===== src/rtl/nspi_rx.sv =====
// nspi_rx: multi-channel SPI receiver (mode 0), far end of the nspi_tx link.
// Latency: rx_valid rises 5 clk cycles after the spi_clk rising edge of the last bit.
// Backpressure: one-frame output register; a frame completing while it is full and
//   rx_ready=0 is dropped and flagged on overrun.
// Ports:
//   clk, rst          system clock, synchronous active-high reset
//   spi_clk, spi_mosi serial clock (idle low) and CHANNEL_NUMBER data lines, async to clk
//   data_out          CHANNEL_NUMBER received words, stable while rx_valid=1
//   rx_valid/rx_ready frame handshake to the consumer
//   overrun           1-cycle pulse, completed frame dropped because output was full
//   frame_error       1-cycle pulse, partial frame discarded by timeout
// Optional: define NSPI_RX_TIMEOUT_EN to enable the mid-frame idle timeout
//   (TIMEOUT_CYCLES); otherwise frame_error is tied 0 and partial frames wait forever.
module nspi_rx #(
  parameter int CHANNEL_NUMBER = 2,
  parameter int SPI_SIZE       = 8,
  parameter bit MSB_FIRST      = 1'b1,
  parameter int TIMEOUT_CYCLES = 1024
) (
  input  logic                      clk,
  input  logic                      rst,
  input  logic                      spi_clk,
  input  logic [CHANNEL_NUMBER-1:0] spi_mosi,
  output logic [SPI_SIZE-1:0]       data_out [CHANNEL_NUMBER],
  output logic                      rx_valid,
  input  logic                      rx_ready,
  output logic                      overrun,
  output logic                      frame_error
);

  localparam int CW = (SPI_SIZE > 1) ? $clog2(SPI_SIZE) : 1;

  if (SPI_SIZE < 2 || CHANNEL_NUMBER < 1 || TIMEOUT_CYCLES < 1) begin : g_bad_param
    $error("nspi_rx: illegal parameter value");
  end

  typedef enum logic {ST_IDLE, ST_SHIFT} state_t;

  // sclk_q[0..1] is the 2-FF synchronizer, sclk_q[2] the delayed copy for edge detect.
  logic [2:0]                sclk_q;
  logic [CHANNEL_NUMBER-1:0] mosi_s1_q, mosi_s2_q;
  // Registered edge strobe and the mosi value captured alongside it, so data and
  // strobe stay aligned one stage after the synchronizers.
  logic                      samp_q;
  logic [CHANNEL_NUMBER-1:0] bit_q;
  state_t                    state_q;
  logic [CW-1:0]             bit_cnt_q;
  logic [SPI_SIZE-1:0]       shreg_q [CHANNEL_NUMBER];
  logic [SPI_SIZE-1:0]       shreg_d [CHANNEL_NUMBER];
  logic                      complete_q;
  logic [SPI_SIZE-1:0]       dout_q  [CHANNEL_NUMBER];
  logic                      valid_q, overrun_q, ferr_q;
`ifdef NSPI_RX_TIMEOUT_EN
  localparam int TCW = $clog2(TIMEOUT_CYCLES + 1);
  logic [TCW-1:0]            tcnt_q;
`endif

  always_comb begin
    for (int c = 0; c < CHANNEL_NUMBER; c++) begin
      shreg_d[c] = shreg_q[c];
      if (MSB_FIRST) shreg_d[c] = {shreg_q[c][SPI_SIZE-2:0], bit_q[c]};
      else           shreg_d[c] = {bit_q[c], shreg_q[c][SPI_SIZE-1:1]};
    end
  end

  always_ff @(posedge clk) begin
    if (rst) begin
      sclk_q     <= '0;
      mosi_s1_q  <= '0;
      mosi_s2_q  <= '0;
      samp_q     <= 1'b0;
      bit_q      <= '0;
      state_q    <= ST_IDLE;
      bit_cnt_q  <= '0;
      complete_q <= 1'b0;
      valid_q    <= 1'b0;
      overrun_q  <= 1'b0;
      ferr_q     <= 1'b0;
      for (int c = 0; c < CHANNEL_NUMBER; c++) begin
        shreg_q[c] <= '0;
        dout_q[c]  <= '0;
      end
`ifdef NSPI_RX_TIMEOUT_EN
      tcnt_q     <= '0;
`endif
    end else begin
      sclk_q     <= {sclk_q[1:0], spi_clk};
      mosi_s1_q  <= spi_mosi;
      mosi_s2_q  <= mosi_s1_q;
      samp_q     <= sclk_q[1] & ~sclk_q[2];
      bit_q      <= mosi_s2_q;
      complete_q <= 1'b0;
      overrun_q  <= 1'b0;
      ferr_q     <= 1'b0;

      case (state_q)
        ST_IDLE: begin
          if (samp_q) begin
            shreg_q   <= shreg_d;
            bit_cnt_q <= CW'(1);
            state_q   <= ST_SHIFT;
`ifdef NSPI_RX_TIMEOUT_EN
            tcnt_q    <= '0;
`endif
          end
        end
        default: begin
          // An edge arriving in the timeout cycle takes priority over the timeout.
          if (samp_q) begin
            shreg_q <= shreg_d;
`ifdef NSPI_RX_TIMEOUT_EN
            tcnt_q  <= '0;
`endif
            if (bit_cnt_q == CW'(SPI_SIZE - 1)) begin
              bit_cnt_q  <= '0;
              state_q    <= ST_IDLE;
              complete_q <= 1'b1;
            end else begin
              bit_cnt_q <= bit_cnt_q + CW'(1);
            end
          end
`ifdef NSPI_RX_TIMEOUT_EN
          else if (tcnt_q == TCW'(TIMEOUT_CYCLES - 1)) begin
            tcnt_q    <= TCW'(TIMEOUT_CYCLES);
            bit_cnt_q <= '0;
            state_q   <= ST_IDLE;
            ferr_q    <= 1'b1;
          end else begin
            tcnt_q <= tcnt_q + TCW'(1);
          end
`endif
        end
      endcase

      // Output stage: a consumer accept in the load cycle frees the slot for the new frame.
      if (complete_q) begin
        if (!valid_q || rx_ready) begin
          dout_q  <= shreg_q;
          valid_q <= 1'b1;
        end else begin
          overrun_q <= 1'b1;
        end
      end else if (valid_q && rx_ready) begin
        valid_q <= 1'b0;
      end
    end
  end

  assign data_out    = dout_q;
  assign rx_valid    = valid_q;
  assign overrun     = overrun_q;
  assign frame_error = ferr_q;

endmodule


===== config.mk =====
export PLATFORM = sky130hd
export DESIGN_NAME = nspi_rx
export DESIGN_NICKNAME = d
export VERILOG_FILES = /design/src/rtl/nspi_rx.sv
export SDC_FILE = /design/constraint.sdc
export NUM_CORES = 1
export LEC_CHECK = 0
export CAP_MARGIN = 20
export CORE_ASPECT_RATIO = 0.5
export CORE_MARGIN = 1.5
export CORE_UTILIZATION = 53
export DETAILED_ROUTE_END_ITERATION = 12
export GPL_TIMING_DRIVEN = 0
export PLACE_DENSITY_LB_ADDON = 0.05
export SLEW_MARGIN = 20
export SYNTH_ARGS = -nofsm -noshare
export SYNTH_HDL_FRONTEND = slang
export SYNTH_SLANG_ARGS = --single-unit
export TNS_END_PERCENT = 10

===== constraint.sdc =====
create_clock -name clk -period 1.45 [get_ports clk]
set_clock_uncertainty 0.1 [all_clocks]
set_input_delay 0.29 -clock clk [delete_from_list [all_inputs] [get_ports clk]]
set_output_delay 0.29 -clock clk [all_outputs]
set_load 0.01 [all_outputs]

==> out/results.txt <==
The run finished with clean final reports. The tool flagged a number of max-cap violations equal to 0. In this run the power density over the cells is 1100 nW/µm². Dividing the synthesized area by the synthesized cell count gives 10.7 µm². After Yosys synthesis, XOR and XNOR cells account for 0% of the synthesized area. Once the floorplan was initialized, standard cells occupied 58.6% of the core. Measured on the finished design, the core utilization comes to 70.5%. The first detailed-routing pass took 4 iterations. Setup repair after global routing left no endpoint under its margin. From synthesis to final layout, the design area changed by 20.4%. The logs give 5100 µm for the first-pass GRT wire length and 0 for the residual antenna-violating net count after detailed routing. Share of synthesized cell area in full adder, half adder and majority cells: 1.35%. The final layout contains routed wiring with a total length of 2980 µm. After floorplanning, the core was divided into 14 placement rows. The number of clock buffers inserted by TritonCTS was 5; the placer's final routability congestion estimate was 0.714. The logic depth of the worst register-to-register path works out to 5. The path with the worst hold slack has its endpoint at sclk_q[2].

For the via count of the first global-routing pass, the log shows 1139. With fillers left out, the area of the finished cells amounts to 2230 µm². In this run the worst hold path is classified as in -> reg. The time the worst path needs with I/O delays and setup works out to 1360 ps. Synthesis produced 173 cells. The tools report the beginning of the worst hold path as rst.

The insertion delay to the later sink of the worst-skew pair was 300 ps; the required time of the critical path was 1060 ps. The vertical die dimension was 44.9 µm. No sink is reached through more buffers than the 2 on the longest clock path.

The H-tree generated during clock tree synthesis spans 2 levels. The critical path arrival is 970 ps. The number of DRC markers in iteration 0 is 45. The overall power of the completed layout is 0.00246 W.

The tools report the total standard cell area after synthesis as 1860 µm². After clock tree synthesis, the clock-pin slew on the worst setup and hold paths is 90 ps. The core footprint is 3170 µm², and the compound-cell area share of the yosys netlist is 2.36%. After detailed routing, the number of remaining DRC violations is 0. The run gives 210 as the layout net count. Detailed placement finished with a half-perimeter wire length of 2020 µm.

The run gives 1192 as the overall via count from detail_route. Port buffering added 22 buffers. Final period utilization: 93.6%. The critical-path cell with the highest stage delay was sky130_fd_sc_hd__dfxtp_1. Setup violations remaining at the end of the flow were counted as 0.

Number of top-level pins: 25. Walking the worst path, the cells encountered are dlygate4sd2_1. The startpoint of the lowest-slack register-to-register path was bit_cnt_q[0].

The tools report the capturing point of the worst reg2reg path as bit_cnt_q[0]. The synthesized design contains 49 register bits. The run gives 21 as the count of cell types in the netlist. The largest voltage drop on the vdd net was 0.759 mV; the net count after synthesis was 181. The kind of critical path is reg -> out. STA classifies the critical path endpoint as a primary output. In the post-synthesis netlist, the biggest area contributors are sky130_fd_sc_hd__dfxtp_1 (53%), sky130_fd_sc_hd__mux2i_1 (17%), sky130_fd_sc_hd__nand2b_1 (11%).

The count of pins over their slew limit came out at 0. Hold is met by 164 ps. The overflow left after global routing was 0; the ratio of routed vias to standard cells was 4.75.

The total inserted antenna cells is 0. The maximum clock rate was 737 MHz. Among cell families on the critical path, the largest total delay comes from flip-flops. The analysis attributes to cell leakage a power of 0.874 nW. Timing analysis after detailed placement gives a worst setup slack of -205 ps. For flop-to-flop paths, the worst setup slack is 200 ps. Global routing used 17.7% of the available tracks.

The critical-path maximum fanout came out at 4. By area, the combinational part of the netlist is dominated by simple AND/OR/NAND/NOR gates. TritonCTS built the clock tree. The x dimension of the die is 86.7 µm.

The tree is rooted in a sky130_fd_sc_hd__clkbuf_8. Initial antenna violation count: 0. The largest net degree at the start of global routing is 16, and the post-detailed-placement cell area is 2140 µm².

The tools report the total die area as 3890 µm². Dividing the detail-routed wire length by the instance count gives 11.9 µm. The worst hold path was traced through 2 stages. For the total of warnings raised by yosys, the log shows 0. STA classifies the critical path startpoint as a flop. The largest single stage delay on the critical path is 380 ps. The post-synthesis mux area share came out at 17.3%.

The simple-gate portion of the synthesized area is 20.9%. The area share of the largest cell type after synthesis is 52.8%, and the total clock sinks is 49. The final number of hold-violating endpoints came out at 0. The number of buffers and inverters on the critical path works out to 1. Cells with a size suffix above 1 make up 10.3% of the layout. The library cell occupying the most area in the post-synthesis netlist was sky130_fd_sc_hd__dfxtp_1. The run gives 52.8% as the sequential fraction of the synthesis area. After clock tree synthesis, the setup repair step added 0 buffers. The worst path meets setup with 93.0 ps of slack.
==> synth_stat cells <==
| master | count |
|---|---|
| sky130_fd_sc_hd__a21boi_2 | 1 |
| sky130_fd_sc_hd__a21oi_1 | 3 |
| sky130_fd_sc_hd__and4b_1 | 1 |
| sky130_fd_sc_hd__and4bb_2 | 1 |
| sky130_fd_sc_hd__buf_12 | 1 |
| sky130_fd_sc_hd__buf_2 | 6 |
| sky130_fd_sc_hd__buf_4 | 3 |
| sky130_fd_sc_hd__buf_6 | 1 |
| sky130_fd_sc_hd__clkbuf_1 | 2 |
| sky130_fd_sc_hd__conb_1 | 1 |
| sky130_fd_sc_hd__dfxtp_1 | 49 |
| sky130_fd_sc_hd__ha_1 | 2 |
| sky130_fd_sc_hd__inv_1 | 1 |
| sky130_fd_sc_hd__mux2i_1 | 32 |
| sky130_fd_sc_hd__nand2b_1 | 34 |
| sky130_fd_sc_hd__nand3_1 | 2 |
| sky130_fd_sc_hd__nand4b_1 | 1 |
| sky130_fd_sc_hd__nor2_1 | 19 |
| sky130_fd_sc_hd__nor2b_1 | 10 |
| sky130_fd_sc_hd__o211ai_1 | 1 |
| sky130_fd_sc_hd__o21ai_0 | 2 |
==> cells by family after synthesis <==
group / after synthesis
simple gates: 68
flops: 49
mux: 32
buf+inv: 14
compound gates: 7
fa+ha+maj: 2
other cells: 1
==> sequential cells by signal, indices dropped and copies added (netlist names) <==
signal and cells:
samp_q 1, data_out 16, shreg_q 2, mosi_s2_q 2, bit_cnt_q 3, sclk_q 3
complete_q 1, mosi_s1_q 2, bit_q 2, overrun 1, state_q 1, rx_valid 1
shreg_d 14
==> timing repair <==
item | 4_1_cts | 5_1_grt
hold buffers | 0 | 0
resized for setup | 18 | 0
setup endpoints to repair | 18 | 0
==> cells in the final DEF (no fill, tap or decap), drive strengths merged, types with 2 or more instances in the layout <==
master and instances:
mux2i 32, nand2b 34, dfxtp 49, nor2 19, nand3 2, ha 2, buf 11, dlygate4sd2 18
clkdlybuf4s50 4, o21ai 2, clkbuf 8, a21oi 3, nor2b 10
==> layer usage <==
layer,track usage [%],routed length [µm]
met3,6.03,113
met1,22.4,1550
met5,0,0
met4,7.74,50
met2,28.4,1260
==> area by class of cell <==
| type | instances | area, µm² |
|---|---|---|
| clock inverter | 2 | 37.5 |
| multi-input combinational | 110 | 781 |
| fill | 247 | 936 |
| inverter | 1 | 3.75 |
| timing repair buffer | 22 | 198 |
| sequential | 49 | 981 |
| buffer | 13 | 91.3 |
| clock buffer | 6 | 82.6 |
| tap | 48 | 60.1 |
==> worst max path at each step <==
stage / startpoint / endpoint / slack (ps) / depth (start not counted)
final: rx_valid / rx_valid / 90 / 1
after global routing: rx_ready / data_out[4] / 40 / 6
after CTS: rx_ready / data_out[4] / 70 / 6
after detailed placement: rx_ready / data_out[4] / -210 / 6
after global placement: rx_ready / data_out[12] / -170 / 6
after floorplan: bit_cnt_q[0] / bit_cnt_q[0] / 300 / 5
==> where the power goes <==
| group | switching, W | internal, W | leakage, nW |
|---|---|---|---|
| registers | 0.00000433 | 0.00136 | 0.396 |
| clock network | 0.000454 | 0.000561 | 0.0574 |
| logic | 0.0000411 | 0.0000439 | 0.421 |
==> metrics by stage <==
step	setup TNS, ps	cells
floorplan	0	173
global placement	-1830	243
detailed placement	-2240	243
CTS	0	251
global route	0	251
finish	0	251
Power figures use the tool's default switching activity.
==> variant 1: new RTL, same flow settings <==
The option `NSPI_RX_TIMEOUT_EN` is turned on by a define.
--- a/src/rtl/nspi_rx.sv
+++ b/src/rtl/nspi_rx.sv
@@ -13,2 +13,4 @@
 //   (TIMEOUT_CYCLES); otherwise frame_error is tied 0 and partial frames wait forever.
+`define NSPI_RX_TIMEOUT_EN
+
 module nspi_rx #(
Formal check against the unedited RTL: same outputs for any inputs over 10 cycles, from zero or initial values and one cycle with rst high; that may be too few to reach the edited logic, so the function may still have changed.
==> variant 1 against the original RTL <==
The run now ends with negative setup slack left. First-iteration DRC count is 29% higher. Largest cell class unchanged. Synthesized area is 24% higher. Total power is 34% higher. Routed wire length is 44% higher. Hold slack better by 0.12 ns. Sequential cell count is 12 higher. Setup slack worse by 0.16 ns. Cell area is 29% higher. Critical path depth is 3 higher. Via count is 48% higher.
==> variant 1: results (changes against the original RTL) <==
| Metric | Value |
|---|---|
| Status | `complete, but fails checks` |
| Violated checks | `negative setup slack` |
| Setup Fix Bufs, Post-CTS | `3 (+3)` |
| Worst-Skew Late Latency | `0.33 ns (+0.03 ns)` |
| Synth cell count leaders | `dfxtp_1 (61), nand2_1 (40), nor2_1 (26), a21oi_1 (24), mux2i_1 (17)` |
| Area contributors post-synth | `dfxtp_1 (53%), mux2i_1 (7.4%), nand2_1 (6.5%), a21oi_1 (5.2%), nor2_1 (4.2%)` |
| First-pass GRT wire length | `7.141 mm (+40%)` |
| Leak pwr | `1.128 nW (+29%)` |
| Syn. warnings | `0 (unchanged)` |
| Clock transition at path regs | `0.06 ns (-0.03 ns)` |
| Largest net degree at the start of global routing | `11 (-5)` |
| Antenna cells | `0 (unchanged)` |
| Post_cts resized | `33 (+15)` |
| Place WS | `-0.6654 ns (-0.4603 ns)` |
| Mean post-synth cell area | `9.435 um2 (-12%)` |
| Worst vdd ir | `769.1 uV (+1.3%)` |
| WHS Path Cells | `1 (-1)` |
| TritonCTS Buffers | `9 (+4)` |
| Cells on worst reg2reg path | `4 (-1)` |
| Placed cells | `322 (+33%)` |
| Netlist cell types | `38 (+81%)` |
| Number of global-route vias before repair | `1601 (+41%)` |
| Slowest-stage cell, CP | `or3b_1` |
| All-Layer GR Usage | `0.2012 (+0.02388)` |
| Number of filler cells placed in the layout | `319 (+29%)` |
| Min-delay worst type | `reg -> reg` |
| Fin cells | `342 (+36%)` |
| DR iter-0 viols | `58 (+29%)` |
| Worst Path Arrival | `1.68 ns (+0.71 ns)` |
| Metal-1 WL | `2.065 mm (+33%)` |
| Top cell family by delay on the critical path | `simple AND/OR/NAND/NOR gates` |
| Synth Area in Adders | `0.01630 (+0.002827)` |
| Setup violations, final | `6 (+6)` |
| # H-tree levels | `3 (+1)` |
| Routed length on met3 | `215 um (+90%)` |
| Sequential share of the synthesized area | `0.5304 (+0.002133)` |
| Met2 Wirelength | `1.964 mm (+56%)` |
| Xor/xnor share of the synthesized area | `0.01522 (+0.01522)` |
| GPL Wtd Cong | `0.7815 (+9.5%)` |
| Syn_nets | `253 (+40%)` |
| Total number of vias | `1760 (+48%)` |
| CP max stage delay | `0.38 ns (about the same)` |
| Post-synth ARST share | `0 (unchanged)` |
| Critical path peak fanout | `4 (unchanged)` |
| Final net count | `293 (+40%)` |
| Met1 Track Usage GR | `0.2483 (+0.02481)` |
| Root Buffer Master | `clkbuf_8` |
| Dpl hpwl | `2.836 mm (+40%)` |
| Post-synthesis mux area share | `0.07391 (-0.09859)` |
| Grt met3 use | `0.08796 (+0.02763)` |
| Layout cells sized above 1 | `0.1840 (+0.08058)` |
| Grt met2 use | `0.3181 (+0.03370)` |
| Final wirelength | `4.283 mm (+44%)` |
| I/O Buffers | `24 (+9.1%)` |
| Post-route setup slack | `-0.06610 ns (-0.1591 ns)` |
| Post-synthesis compound-gate area fraction | `0.08315 (+0.05957)` |
## variant 1: changes by cell type in the layout (fill, tap and decap cells not counted), sizes merged, moves of 7 or more
cell and delta:
nand2b -30, nor2 +7, clkbuf +13, dfxtp +12
a21oi +21, nand2 +40, mux2i -15, nand3 +7
## variant 1: worst paths after layout
| check | startpoint | end | slack [ns] |
|---|---|---|---|
| max | tcnt_q[10]$_SDFFE_PP0P_ | tcnt_q[8]$_SDFFE_PP0P_ | -0.07 |
| min | sclk_q[2]$_SDFF_PP0_ | samp_q$_SDFF_PP0_ | 0.29 |
| max reg2reg | tcnt_q[10]$_SDFFE_PP0P_ | tcnt_q[8]$_SDFFE_PP0P_ | -0.07 |
| min reg2reg | sclk_q[2]$_SDFF_PP0_ | samp_q$_SDFF_PP0_ | 0.29 |
## variant 1: per-stage QoR
step	cell area [um2]	TNS (ns)
2_1_floorplan	2306	-0.04983
3_3_place_gp	2614	-13.34
3_5_place_dp	2614	-14.05
4_1_cts	2840	-0.5687
5_1_grt	2888	-0.6831
6_report	2888	-0.1838
## variant 1: power breakdown
group          total [mW]  leakage, nW  switching [mW]  internal (mW)
Combinational       0.105        0.529          0.0547         0.0502
Sequential           1.69        0.498         0.00759           1.68
Clock                1.50        0.101           0.630          0.871
Total                3.30         1.13           0.693           2.61
## variant 1: area by class of cell
| type | count | area [um2] | share of cell area |
|---|---|---|---|
| well taps | 54 | 67.56 | 0.02340 |
| flip-flops and latches | 61 | 1240 | 0.4294 |
| inverters | 2 | 7.507 | 0.002600 |
| multi-input cells | 166 | 999.7 | 0.3462 |
| clock inverters | 4 | 47.55 | 0.01646 |
| repair buffers | 30 | 265.3 | 0.09185 |
| plain buffers | 14 | 108.9 | 0.03769 |
| clock buffers | 11 | 151.4 | 0.05243 |
==> variant 2: new RTL, same settings <==
Made on the original files. Put one more register stage on the output `overrun`. The value now appears one clock later. The other outputs are not delayed to match. Comments in the files are not updated.
--- a/src/rtl/nspi_rx.sv
+++ b/src/rtl/nspi_rx.sv
@@ -150,3 +150,9 @@
   assign rx_valid    = valid_q;
-  assign overrun     = overrun_q;
+  always_ff @(posedge clk) begin
+    if (rst) begin
+      overrun <= '0;
+    end else begin
+      overrun <= overrun_q;
+    end
+  end
   assign frame_error = ferr_q;
Formal check against the unedited RTL: same outputs for any inputs over 10 cycles, from zero or initial values and one cycle with rst high; that may be too few to reach the edited logic, so the function may still have changed.
==> variant 2 against the original RTL <==
Setup slack lost 0.026 ns. Sequential cell count grew 1. Synthesized cell count grew 1.2%. Synthesized area grew 1.8%. Total power grew 8.5%. Cell area grew 2.6%. Routed wire length shrank 0.81%. Non-clock buffer count is the same. Utilization shrank 3.3 points. Critical path depth is the same. Largest power group unchanged.
==> variant 2: results (changes against the original RTL) <==
| Metric | Value |
|---|---|
| GPL Wtd Cong | `0.6766 (-5.2%)` |
| Placed instance area | `2173 um2 (+1.7%)` |
| CP max stage delay | `0.40 ns (+0.02 ns)` |
| Number of filler cells placed in the layout | `288 (+17%)` |
| Sequential share of the synthesized area | `0.5298 (+0.001499)` |
| Place WS | `-0.2407 ns (-0.03555 ns)` |
| Layout cells sized above 1 | `0.09756 (-0.005887)` |
| Largest net degree at the start of global routing | `16 (unchanged)` |
| Fin cells | `256 (+2.0%)` |
| Post_cts resized | `18 (unchanged)` |
| DR iter-0 viols | `35 (-22%)` |
| Via/cell ratio | `4.656 (-2.0%)` |
| Crit. Startpoint | `rx_valid$_SDFFE_PP0P_` |
| Metal-1 WL | `1.563 mm (+0.64%)` |
| Worst Path Arrival | `0.99 ns (+0.02 ns)` |
| Worst vdd ir | `600.0 uV (-21%)` |
| Fmax | `723.1 MHz (-1.9%)` |
| All-Layer GR Usage | `0.1658 (-0.01153)` |
| Area contributors post-synth | `dfxtp_1 (53%), mux2i_1 (17%), nand2b_1 (11%), nor2_1 (3.8%), nor2b_1 (2.3%)` |
| Dpl hpwl | `2.116 mm (+4.6%)` |
| Placed cells | `248 (+2.1%)` |
| Antenna cells | `0 (unchanged)` |
| Syn_nets | `183 (+1.1%)` |
| Final wirelength | `2.952 mm (-0.81%)` |
| Worst R2R Setup Slack | `around 0.21 ns` |
| Synth cell count leaders | `dfxtp_1 (50), nand2b_1 (34), mux2i_1 (32), nor2_1 (19), nor2b_1 (7)` |
| Final net count | `212 (+0.95%)` |
| First-pass GRT wire length | `4.830 mm (-5.3%)` |
| Leak pwr | `0.9117 nW (+4.3%)` |
| I/O Buffers | `22 (unchanged)` |
| Routed length on met3 | `152 um (+35%)` |
| Number of global-route vias before repair | `1019 (-11%)` |
| Mean post-synth cell area | `10.80 um2 (+0.59%)` |
| Status | `finished, final reports clean` |
| Netlist cell types | `22 (+4.8%)` |
| Setup TNS | `0 ns (unchanged)` |
| R2r startpoint | `bit_cnt_q[0]$_SDFFE_PP0P_` |
| Number of buffers on the longest clock path | `2 (unchanged)` |
| Met2 Wirelength | `1.205 mm (-4.2%)` |
## variant 2: cell types whose count changed after synthesis, sizes merged
cell / before / now
and2b: 0 / 4
clkbuf: 2 / 3
buf: 11 / 10
nor2b: 10 / 7
dfxtp: 49 / 50
## variant 2: logic make-up after synthesis
group	after synthesis	share of synthesized area
AOI/OAI and AO/OA	7	0.02318
buffers and inverters	14	0.05099
and+or+nand+nor	69	0.2113
other	1	0.001985
DFF	50	0.5298
adders and majority gates	2	0.01324
muxes	32	0.1695
## variant 2: routing by layer
| layer | track usage | vias to the layer above |
|---|---|---|
| met4 | 0.04762 | 0 |
| met2 | 0.2415 | 23 |
| met3 | 0.06216 | 5 |
| li1 | - | 622 |
| met5 | 0 | - |
| met1 | 0.2312 | 542 |
## variant 2: power breakdown
| part | internal (mW) | switching, mW | total [mW] | leakage (nW) |
|---|---|---|---|---|
| registers | 1.38 | 0.00434 | 1.39 | 0.404 |
| clock network | 0.736 | 0.461 | 1.20 | 0.0714 |
| logic | 0.0452 | 0.0405 | 0.0857 | 0.436 |
| total | 2.17 | 0.506 | 2.67 | 0.912 |
## variant 2: area by class of cell
class	count	area [um2]	area share
inverter	1	3.754	0.001637
tap	51	63.81	0.02782
sequential	50	1001	0.4364
clock inverter	2	60.06	0.02619
buffer	13	92.59	0.04037
clock buffer	6	82.58	0.03601
timing repair buffer	22	197.7	0.08620
multi-input combinational	111	792.0	0.3453
## variant 2: worst min path at each step
stage	to	slack, ns	cells after the start
floorplan	samp_q$_SDFF_PP0_	0.27	1
global placement	samp_q$_SDFF_PP0_	0.27	1
detailed placement	samp_q$_SDFF_PP0_	0.27	1
CTS	sclk_q[2]$_SDFF_PP0_	0.14	2
global route	sclk_q[2]$_SDFF_PP0_	0.17	2
finish	sclk_q[2]$_SDFF_PP0_	0.15	2
